File: config.mk
export PLATFORM = sky130hd
export DESIGN_NAME = uart_rx_fifo
export DESIGN_NICKNAME = d
export VERILOG_FILES = /design/src/rtl/uart_rx_fifo.sv
export SDC_FILE = /design/constraint.sdc
export NUM_CORES = 1
export LEC_CHECK = 0
export CAP_MARGIN = 15
export CORE_MARGIN = 4
export CORE_UTILIZATION = 30
export DETAILED_ROUTE_END_ITERATION = 10
export GPL_ROUTABILITY_DRIVEN = 0
export SLEW_MARGIN = 20
export SYNTH_ARGS = -nofsm -noshare
export SYNTH_HDL_FRONTEND = slang
export SYNTH_SLANG_ARGS = --single-unit
File: constraint.sdc
create_clock -name clk -period 3.6 [get_ports clk]
set_clock_uncertainty 0.2 [all_clocks]
set_input_delay 0.36 -clock clk [delete_from_list [all_inputs] [get_ports clk]]
set_output_delay 0.36 -clock clk [all_outputs]
set_load 0.02 [all_outputs]
File: src/rtl/uart_rx_fifo.sv
// uart_rx_fifo: byte receive buffer behind the UART receiver.
// Circular FIFO with show-ahead read, overflow and timeout interrupt.
module uart_rx_fifo #(
    parameter int          DEPTH   = 16,
    parameter int          ADDR_W  = 4,
    parameter int          THRESH  = 8,
    parameter logic [15:0] TIMEOUT = 16'd1000
) (
    input  logic              clk,
    input  logic              reset,
    input  logic              rx_end,
    input  logic [7:0]        rx_data,
    input  logic              rd_en,
    output logic [7:0]        rd_data,
    output logic              empty,
    output logic              full,
    output logic [ADDR_W:0]   count,
    output logic              ovf,
    input  logic              ovf_clr,
    output logic              tmo,
    output logic              irq
);

    localparam logic [ADDR_W:0]   DEPTH_C  = DEPTH[ADDR_W:0];
    localparam logic [ADDR_W:0]   THRESH_C = THRESH[ADDR_W:0];
    localparam logic [ADDR_W:0]   CNT_ONE  = {{ADDR_W{1'b0}}, 1'b1};
    localparam logic [ADDR_W-1:0] PTR_ONE  = {{(ADDR_W-1){1'b0}}, 1'b1};

    logic [7:0]        r_mem [DEPTH];
    logic [ADDR_W-1:0] r_wr_ptr;
    logic [ADDR_W-1:0] r_rd_ptr;
    logic [ADDR_W:0]   r_count;
    logic              r_ovf;
    logic              r_tmo;
    logic [15:0]       r_tmo_cnt;

    logic w_empty;
    logic w_full;
    logic w_pop;
    logic w_push;
    logic w_drop;

    // Occupancy flags and the accepted push/pop/drop decisions
    always_comb begin
        w_empty = (r_count == '0);
        w_full  = (r_count == DEPTH_C);
        w_pop   = rd_en && !w_empty;
        w_push  = rx_end && (!w_full || w_pop);
        w_drop  = rx_end && w_full && !rd_en;
    end

    // Storage array, written on every accepted push; not reset
    always_ff @(posedge clk) begin
        if (w_push) begin
            r_mem[r_wr_ptr] <= rx_data;
        end
    end

    // Read/write pointers wrap naturally at DEPTH
    always_ff @(posedge clk or negedge reset) begin
        if (!reset) begin
            r_wr_ptr <= '0;
            r_rd_ptr <= '0;
        end else begin
            if (w_push) r_wr_ptr <= r_wr_ptr + PTR_ONE;
            if (w_pop)  r_rd_ptr <= r_rd_ptr + PTR_ONE;
        end
    end

    // Fill level: up on push only, down on pop only
    always_ff @(posedge clk or negedge reset) begin
        if (!reset) begin
            r_count <= '0;
        end else if (w_push && !w_pop) begin
            r_count <= r_count + CNT_ONE;
        end else if (w_pop && !w_push) begin
            r_count <= r_count - CNT_ONE;
        end
    end

    // Sticky overflow; a drop in the same cycle beats the clear
    always_ff @(posedge clk or negedge reset) begin
        if (!reset) begin
            r_ovf <= 1'b0;
        end else if (w_drop) begin
            r_ovf <= 1'b1;
        end else if (ovf_clr) begin
            r_ovf <= 1'b0;
        end
    end

    // Character timeout: idle countdown while data sits in the FIFO
    always_ff @(posedge clk or negedge reset) begin
        if (!reset) begin
            r_tmo_cnt <= TIMEOUT;
            r_tmo     <= 1'b0;
        end else if (w_push || w_pop || w_empty) begin
            r_tmo_cnt <= TIMEOUT;
            r_tmo     <= 1'b0;
        end else if (r_tmo_cnt != 16'd0) begin
            r_tmo_cnt <= r_tmo_cnt - 16'd1;
        end else begin
            r_tmo     <= 1'b1;
        end
    end

    // Show-ahead read data and status outputs
    always_comb begin
        rd_data = w_empty ? 8'h00 : r_mem[r_rd_ptr];
        empty   = w_empty;
        full    = w_full;
        count   = r_count;
        ovf     = r_ovf;
        tmo     = r_tmo;
        irq     = (r_count >= THRESH_C) || r_tmo || r_ovf;
    end

endmodule

Word level (Yosys, flattened, before mapping)
Memory sizes are Yosys's and may differ from the RTL's.
Index checks and enable logic that the tools add are counted.
{"block": "totals", "latchBits": 0, "n_memories": 1, "ramBits": 128, "input_bits": 13, "ff_bits": 31, "out_inout_bits": 18, "elab_cells": 47, "mem_bits_ro": 0}
{"name": "r_mem", "depth": 16, "width": 8, "read_ports": 1, "rd_clocked_by_memory_dff": 0, "wr": 1, "line_no": "29", "text": "logic [7:0] r_mem [DEPTH];"}
{"block": "classes", "n_eq_ne": 2, "shifts": 0, "n_addsub": 5, "div": 0, "n_mul": 0, "muxes": 11, "n_bitwise": 0, "magnitude_cmp": 1, "reduce_logical": 21}
{"cell": "2-to-1 mux 16 bit", "n": 2}
{"cell": "nonzero test 16 bit", "n": 1}
{"cell": "subtractor 16 x 1 -> 16 bit, second input constant", "n": 1}
{"cell": "2-to-1 mux 5 bit", "n": 2}
{"cell": "adder 4 x 1 -> 4 bit, second input constant", "n": 2}
{"cell": "2-to-1 mux 8 bit", "n": 1}
{"cell": "logical AND 1 bit", "n": 6}
{"cell": "2-to-1 mux 1 bit", "n": 6}
{"cell": "nonzero test 2 bit", "n": 3}
{"cell": "adder 5 x 1 -> 5 bit, second input constant", "n": 1}
{"cell": "equality test 5 bit, second input constant", "n": 1}
{"cell": ">= comparator 5 x 4 -> 1 bit, second input constant", "n": 1}
{"cell": "logical NOT 1 bit", "n": 5}
{"cell": "logical NOT 5 bit", "n": 1}
{"cell": "logical OR 1 bit", "n": 5}
{"cell": "subtractor 5 x 1 -> 5 bit, second input constant", "n": 1}
{"cell": "!= test 2 bit, second input constant", "n": 1}

Depth between registers and ports, before layout
Gate-level depths: netlist of run 1.
{"block": "depth", "depth_word": 9, "ltp_mapped": 11}

Worst setup path before layout of run 1
Ideal clock, no wire load.
{"block": "synth_timing", "path_type": "register to register", "startpoint": "register r_count[0], in the netlist count[0]", "endpoint": "register r_count[4], in the netlist count[4]", "arrival_time_ns": 2.860, "stages_incl_launch_ff": 11, "setup_time_ns": 0.080, "path_buffers": 1, "setup_slack_ns": 0.460, "path_cell_list": "dfrtp_1 or4_4 buf_6 o21ai_1 ha_1 inv_1 fa_1 a21o_1 a21oi_1 mux2i_1 xnor2_1"}
{"block": "synth_via", "elab_chain_cells": 8, "word_cells_on_any_way": 16, "cone_classes": "add/sub: 2; eq/ne: 1; mux: 2; reduce/logical: 11"}
{"item": "from (decl)", "line_no": "32", "text": "logic [ADDR_W:0] r_count;"}
{"item": "from (signal assigned)", "line_no": "75", "text": "r_count <= r_count + CNT_ONE;"}
{"item": "from (signal assigned)", "line_no": "77", "text": "r_count <= r_count - CNT_ONE;"}
{"item": "parallel branches: the longest is 8 deep, another holds subtractor 5 x 1 -> 5 bit"}
Parallel ways; which one is timed is not known. The select of a mux whose other input is x is not followed.
A chain may end at the register's enable or synchronous reset.

Worst setup path after layout of run 1
{"block": "layout_timing", "startpoint": "register r_count[0], in the netlist count[0]", "endpoint": "output rd_data[3]"}
{"block": "layout_via", "elab_chain_cells": 2}
{"item": "logical NOT 5 bit", "line_no": "45", "text": "w_empty = (r_count == '0);"}
{"item": "2-to-1 mux 8 bit", "line_no": "109", "text": "rd_data = w_empty ? 8'h00 : r_mem[r_rd_ptr];"}
{"item": "to (decl)", "line_no": "14", "text": "output logic [7:0] rd_data,"}
Every way passes these cells.

==> results of run 1 <==
synthesized netlist by cell type (8+ instances only):
cell type	number
sky130_fd_sc_hd__edfxtp_1	128
sky130_fd_sc_hd__mux4_2	32
sky130_fd_sc_hd__dfrtp_1	25
sky130_fd_sc_hd__mux2i_1	20
sky130_fd_sc_hd__and2_1	16
sky130_fd_sc_hd__a21oi_1	12
sky130_fd_sc_hd__ha_1	11
sky130_fd_sc_hd__nand2_1	11
sky130_fd_sc_hd__nor2_1	10
sky130_fd_sc_hd__clkbuf_1	9
sky130_fd_sc_hd__o21ai_0	8
sky130_fd_sc_hd__o22ai_1	8
sky130_fd_sc_hd__xnor2_1	8
flip-flops by register name, summed over array words and instances (netlist names):
| signal | cells |
|---|---|
| r_mem | 128 |
| r_tmo_cnt | 16 |
| count | 5 |
| r_rd_ptr | 4 |
| r_wr_ptr | 4 |
| ovf | 1 |
| tmo | 1 |
kinds of logic after synthesis:
| kind of cell | count (synthesis) |
|---|---|
| AND/OR/NAND/NOR | 81 |
| XOR/XNOR | 10 |
| AO/OA/AOI/OAI | 46 |
| adder cells (fa/ha/maj) | 12 |
| multiplexers | 55 |
| flip-flops | 159 |
| buffers and inverters | 25 |
per-layer routing:
layer	GRT usage	share of wire
met5	0	0
met4	0.0307	0.0044
met1	0.163	0.48
met3	0.0293	0.049
met2	0.179	0.47
metrics by stage:
| stage | instance area (µm²) | hold slack [ns] | worst slack (ns) | power, W |
|---|---|---|---|---|
| after floorplan | 6720 | -0.136 | 0.460 | 0.00372 |
| after global placement | 7360 | 0.259 | 0.504 | 0.00441 |
| after detailed placement | 7360 | 0.264 | 0.400 | 0.00445 |
| after CTS | 7930 | 0.137 | 0.314 | 0.00621 |
| after global routing | 7930 | 0.162 | 0.208 | 0.00646 |
| final | 7930 | 0.125 | 0.335 | 0.00614 |
worst max-delay path: stages (launching register included):
cell and delay, ns:
sky130_fd_sc_hd__dfrtp_1 0.45, sky130_fd_sc_hd__or4_4 0.64, sky130_fd_sc_hd__nor2_1 0.15, sky130_fd_sc_hd__or2_2 0.30, sky130_fd_sc_hd__o22ai_1 0.15, sky130_fd_sc_hd__clkdlybuf4s50_1 0.57
how the worst max path moves through the flow:
stage | from | endpoint | slack, ns | cells past startpoint
floorplan | count[0] | count[4] | 0.46 | 10
detailed placement | count[0] | count[4] | 0.40 | 10
finish | count[0] | rd_data[3] | 0.34 | 5
global placement | count[0] | count[4] | 0.50 | 10
global route | count[0] | count[4] | 0.21 | 10
CTS | count[0] | rd_data[3] | 0.31 | 5
layout make-up:
class                           count  area [µm²]
Clock buffer                       18         429
Clock inverter                     14         144
Fill cell                        2021       14000
Inverter                            8        32.5
Multi-Input combinational cell    204        1980
Sequential cell                   159        4630
Tap cell                          280         350
Timing Repair Buffer               36         370
cells in the final DEF, fill, tap and decap left out, drive strengths merged, types with 7 or more instances in the layout:
| cell | netlist | layout |
|---|---|---|
| nor2 | 10 | 10 |
| nand2 | 11 | 11 |
| nor3 | 7 | 7 |
| ha | 11 | 11 |
| and2 | 18 | 18 |
| dfrtp | 25 | 25 |
| xnor2 | 8 | 8 |
| inv | 8 | 16 |
| clkdlybuf4s50 | 0 | 30 |
| o21ai | 11 | 11 |
| clkbuf | 10 | 18 |
| o22ai | 8 | 8 |
| mux2i | 20 | 20 |
| edfxtp | 128 | 128 |
| a21oi | 12 | 12 |
| mux4 | 32 | 32 |
power by group through the flow:
stage                     Sequential [W]  Combinational, W  Clock, W
after floorplan                  0.00239           0.00134         0
after global placement           0.00239           0.00202         0
after detailed placement         0.00241           0.00204         0
after CTS                        0.00238           0.00204   0.00179
after global routing             0.00240           0.00217   0.00189
final                            0.00237           0.00201   0.00175
==> metrics.cfg, run 1 <==
[critical_path]
crit_required_ns = 3.04
setup.worst_path.class = reg2out
reg2reg_slack_ns = 0.38
ff2ff_path_depth = 10
timing.critical_path.from_type = register
critPathCaptureType = output port
r2r_end = count[4]
crit_path_max_fo = 9
rr_startpoint = count[0]
crit_path_arrival_time_ns = 2.70

[die]
effective_utilization_at_floorplan = 0.306
chipWidth_um = 158
io-pin-count = 31
row_count = 54
core_area_um2 = 22000
vertical_die_dimension_um = 158
die_footprint_um2 = 24900

[logic_synthesis]
post_synthesis_xor_xnor_area_fraction = 0.0130
synth_top_family_by_area = multiplexers
netlist_instances = 388
synth-seq-area-share = 0.688
synth-edff-count = 128
synth-simple-area-share = 0.0698
ys.warnings.count = 0
yosysUniqueCellTypes = 54
ys_ff_latch = 159
asyncSetResetFlopFracSynth = 0.195
yosys.area_share.adder = 0.0234
post_synth.cell_area_avg_um2 = 17.3
synth.mux.area_fraction = 0.142
synth_area_leaders = sky130_fd_sc_hd__edfxtp_1 (57%), sky130_fd_sc_hd__mux4_2 (11%), sky130_fd_sc_hd__dfrtp_1 (9.3%), sky130_fd_sc_hd__mux2i_1 (3.0%), sky130_fd_sc_hd__dfstp_2 (2.3%)
syn-num-nets = 413
share_of_the_synthesized_area_in_the_top_cell_type = 0.572
post-synth-top-area-cell = sky130_fd_sc_hd__edfxtp_1
synthFlopType = sky130_fd_sc_hd__edfxtp_1
complex_gate_fraction_of_the_synthesized_area = 0.0456
synth_area_um2 = 6720

[finish]
layout.cells.non_filler = 719
num_antenna_cells = 0
layout.core_utilization = 0.361
layout-area-overhead-vs-synth_pct = 17.9
final_nets = 451
drive_above_1_share = 0.198

[clocking]
cts_hold_buf = 0
clock_tree.root_cell = sky130_fd_sc_hd__clkbuf_16
cts-root-to-sink-buffers = 2
ctsHtreeMaxLevel = 4
postCtsResizedCells = 0
clock_insertion_delay_at_the_later_pin_of_the_skew_report_ns = 0.43
tritoncts = built
clk_transition_reported_paths_ns = 0.06
numCtsBuffers = 17
clock-sinks = 159
postCtsSetupBuffers = 0

[sta]
share_of_the_cycle_needed_by_the_critical_path_after_routing = 0.907
max_slew_violation_count = 0
timing.slew.headroom = 0.501
rsz_0062_raised_after_global_routing = no
hold_viol_final = 0
max_freq_mhz = 306
setup_viol = 0
finalWorstPathRequiredPeriod_ns = 3.26
worstMarginPinSlew_ns = 0.730
setup_tns_final_ns = 0

[worst_hold_path]
hold_class = in2async

[detailed_routing]
detail_route.first_pass.iterations = 4
routed_via_density = 4.91
drc_errors = 0
vias = 3531
drt.antenna.violating_nets = 0
wirelength_um = 13500
drt-wirelength-per-cell_um = 18.8
drtIter0Drc = 243

[power]
power-per-cell-area_nw_per_um2 = 774
sw_frac_of_total = 0.322
clk_pwr_share = 0.286
comb_power_share = 0.327
leakagePower_nw = 2.65
switchingPower_w = 0.00197
p_int_w = 0.00416
sequentialPowerShare = 0.387
peakVddDrop_mv = 0.395

[flow_run]
cap_viol_max_count = 0

[global_route]
grt_first_pass_wirelength_um = 21700
grt_max_degree = 33
antenna_found_initial = 0
grt_pass1_vias = 3693
overflow_after_grt = 0
global_route.usage.total = 0.115

[place]
port-buffer-count = 30
detailed_place_hpwl_um = 8490
numPlacedInstances = 687

[run_status]
run_status = finished, final reports clean

Note: power is estimated with default switching activity, not from simulation.
==> inputs of run 2 (changes only) <==
--- a/config.mk
+++ b/config.mk
@@ -5,6 +5,7 @@
 export SDC_FILE = /design/constraint.sdc
 export NUM_CORES = 1
 export LEC_CHECK = 0
+export ABC_CLOCK_PERIOD_IN_PS = 3600
 export CAP_MARGIN = 15
 export CORE_MARGIN = 4
 export CORE_UTILIZATION = 30
==> results of run 2 <==
The final DEF is identical to that of run 1; final timing and power are the same.
==> inputs of run 3 (changes only) <==
--- a/config.mk
+++ b/config.mk
@@ -5,8 +5,9 @@
 export SDC_FILE = /design/constraint.sdc
 export NUM_CORES = 1
 export LEC_CHECK = 0
-export ABC_CLOCK_PERIOD_IN_PS = 3600
+export ABC_CLOCK_PERIOD_IN_PS = 3500
 export CAP_MARGIN = 15
+export CORE_ASPECT_RATIO = 2
 export CORE_MARGIN = 4
 export CORE_UTILIZATION = 30
 export DETAILED_ROUTE_END_ITERATION = 10
==> constraint.sdc (replaced) <==
create_clock -name clk -period 3.5 [get_ports clk]
set_clock_uncertainty 0.2 [all_clocks]
set_input_delay 0.35 -clock clk [delete_from_list [all_inputs] [get_ports clk]]
set_output_delay 0.35 -clock clk [all_outputs]
set_load 0.02 [all_outputs]
==> run 3 against run 2 <==
Against the previous run: register-to-register slack got worse by 0.03 ns; first-iteration DRC count decreased by 38%; sequential share of layout area decreased by 0.12 points; sequential power increased by 3%; via count decreased by 1.8%; die area increased by 0.58%; worst setup slack got worse by 0.063 ns; highest routed layer unchanged.
==> metrics.cfg, run 3 (synthesis results as in run 1) <==
[global_route]
grt_pass1_vias = 3896  ; +5.5%
grt_max_degree = 34  ; +3.0%
global_route.usage.total = 0.120  ; +0.00483
grt_first_pass_wirelength_um = 22400  ; +3.5%
overflow_after_grt = 0  ; unchanged
antenna_found_initial = 0  ; unchanged

[power]
sw_frac_of_total = 0.302  ; -0.0190
comb_power_share = 0.321  ; -0.006
sequentialPowerShare = 0.388  ; about the same
power-per-cell-area_nw_per_um2 = 796  ; +2.8%
totalPowerFinal_w = 0.00632  ; +3.1%
clk_pwr_share = 0.291  ; +0.005
leakagePower_nw = 2.67  ; +0.86%
switchingPower_w = 0.00191  ; -3.0%
peakVddDrop_mv = 0.437  ; +11%
p_int_w = 0.00441  ; +5.9%

[detailed_routing]
drtIter0Drc = 150  ; -38%
wirelength_um = 13900  ; +3.4%
detail_route.first_pass.iterations = 4  ; unchanged
drc_errors = 0  ; unchanged
drt.antenna.violating_nets = 0  ; unchanged
routed_via_density = 4.84  ; -1.4%
drt-wirelength-per-cell_um = 19.5  ; +3.8%
vias = 3466  ; -1.8%

[critical_path]
crit_path_arrival_time_ns = 2.68  ; -0.02 ns
timing.critical_path.from_type = register
worst_path_slowest_cell = sky130_fd_sc_hd__or4_4
cell_breakdown_of_the_critical_path = or4_4 -> nor2_1 -> or2_2 -> o22ai_1 -> clkdlybuf4s50_1
ff2ff_path_depth = 10  ; unchanged
crit_path_max_fo = 9  ; unchanged
critPathCaptureType = output port
rr_startpoint = count[0]
cp.depth = 5  ; unchanged
crit_required_ns = 2.95  ; -0.09 ns
cpPeakStageDelay_ns = 0.64  ; about the same
worstPathBufferInverterCount = 1  ; unchanged
reg2reg_slack_ns = 0.35  ; -0.03 ns
r2r_end = count[4]
setup.worst_path.class = reg2out
timing.critical_path.max_delay_family = simple AND/OR/NAND/NOR gates

[die]
core_area_um2 = 22100  ; +0.47%
vertical_die_dimension_um = 220  ; +39%
row_count = 77  ; +43%
effective_utilization_at_floorplan = 0.305  ; -0.00144
die_footprint_um2 = 25000  ; +0.58%
chipWidth_um = 114  ; -28%
io-pin-count = 31  ; unchanged

[sta]
hold_viol_final = 0  ; unchanged
finalWorstPathRequiredPeriod_ns = 3.23
max_slew_violation_count = 0  ; unchanged
share_of_the_cycle_needed_by_the_critical_path_after_routing = 0.922
setup_tns_final_ns = 0  ; unchanged
rsz_0062_raised_after_global_routing = no
timing.slew.headroom = 0.579  ; +0.0777
worstMarginPinSlew_ns = 0.626  ; -0.103 ns
max_freq_mhz = 310
setup_viol = 0  ; unchanged

[finish]
largest_register_ff_count = 128  ; unchanged
final_nets = 452  ; +0.22%
combined_area_of_the_multi_input_logic_cells_um2 = 1980  ; unchanged
layout-area-overhead-vs-synth_pct = 18.2
max_flop_register = r_mem
final.fill_count = 2056  ; +1.7%
num_antenna_cells = 0  ; unchanged
total_area_of_sequential_cells_um2 = 4630  ; unchanged
drive_above_1_share = 0.195  ; -0.00272
layout_common_cells = sky130_fd_sc_hd__edfxtp_1 (128), sky130_fd_sc_hd__mux4_2 (32), sky130_fd_sc_hd__clkdlybuf4s50_1 (29)
final_common_cell = sky130_fd_sc_hd__edfxtp_1
layout.cells.non_filler = 716  ; -0.42%

[clocking]
cts-root-to-sink-buffers = 2  ; unchanged
postCtsResizedCells = 0  ; unchanged
clock-sinks = 159  ; unchanged
tritoncts = built
clk_transition_reported_paths_ns = 0.06  ; about the same
numCtsBuffers = 17  ; unchanged
postCtsSetupBuffers = 0  ; unchanged
clock_tree.root_cell = sky130_fd_sc_hd__clkbuf_16
clock_insertion_delay_at_the_later_pin_of_the_skew_report_ns = 0.42  ; about the same
ctsHtreeMaxLevel = 4  ; unchanged

[place]
port-buffer-count = 30  ; unchanged
detailed_place_hpwl_um = 9670  ; +14%
numPlacedInstances = 683  ; -0.58%

[run_status]
run_status = finished, final reports clean

[flow_run]
cap_viol_max_count = 0  ; unchanged

[worst_hold_path]
hold_class = in2async

[run 3: cell types whose count changed in the layout (fill, tap and decap cells not counted), sizes merged, moves of 2 or more]
cell,before,now
clkinvlp,4,2
bufinv,1,3
clkinv,1,8
inv,16,8
[run 3: worst max path at each step]
stage	slack, ns	end	start
detailed placement	0.33	count[4]	count[0]
finish	0.27	rd_data[7]	count[0]
floorplan	0.36	count[4]	count[0]
global route	0.13	rd_data[7]	count[0]
global placement	0.40	count[4]	count[0]
CTS	0.25	rd_data[6]	count[0]
[run 3: power by group through the flow]
stage / logic [W] / registers [W] / clock network [W]
floorplan: 0.00137 / 0.00246 / 0
global placement: 0.00206 / 0.00246 / 0
detailed placement: 0.00209 / 0.00249 / 0
CTS: 0.00209 / 0.00245 / 0.00188
global route: 0.00220 / 0.00248 / 0.00197
finish: 0.00203 / 0.00245 / 0.00184
[run 3: layer usage]
layer / wire (µm) / global-route usage
met3: 371 / 0.0272
met2: 8060 / 0.231
met4: 197 / 0.0432
met5: 0 / 0
met1: 5320 / 0.125
[run 3: area by class of cell]
| cell class | count | share of cell area |
|---|---|---|
| inverters | 8 | 0.00409 |
| multi-input cells | 204 | 0.249 |
| repair buffers | 37 | 0.0472 |
| flip-flops and latches | 159 | 0.582 |
| well taps | 276 | 0.0435 |
| clock buffers | 19 | 0.0557 |
| clock inverters | 13 | 0.0184 |
[run 3: metrics by stage]
stage | hold WS [ns] | area, µm² | worst slack, ns | util
6_report | 0.237 | 7950 | 0.272 | 0.360
5_1_grt | 0.297 | 7950 | 0.132 | 0.360
4_1_cts | 0.284 | 7940 | 0.253 | 0.360
3_5_place_dp | 0.268 | 7350 | 0.334 | 0.333
3_3_place_gp | 0.267 | 7350 | 0.404 | 0.333
2_1_floorplan | -0.146 | 6720 | 0.360 | -
[run 3: repair_timing]
action / CTS / global route
hold buffers: 0 / 1
setup endpoints to repair: 0 / 0
endpoints found under the hold margin: 0 / 15
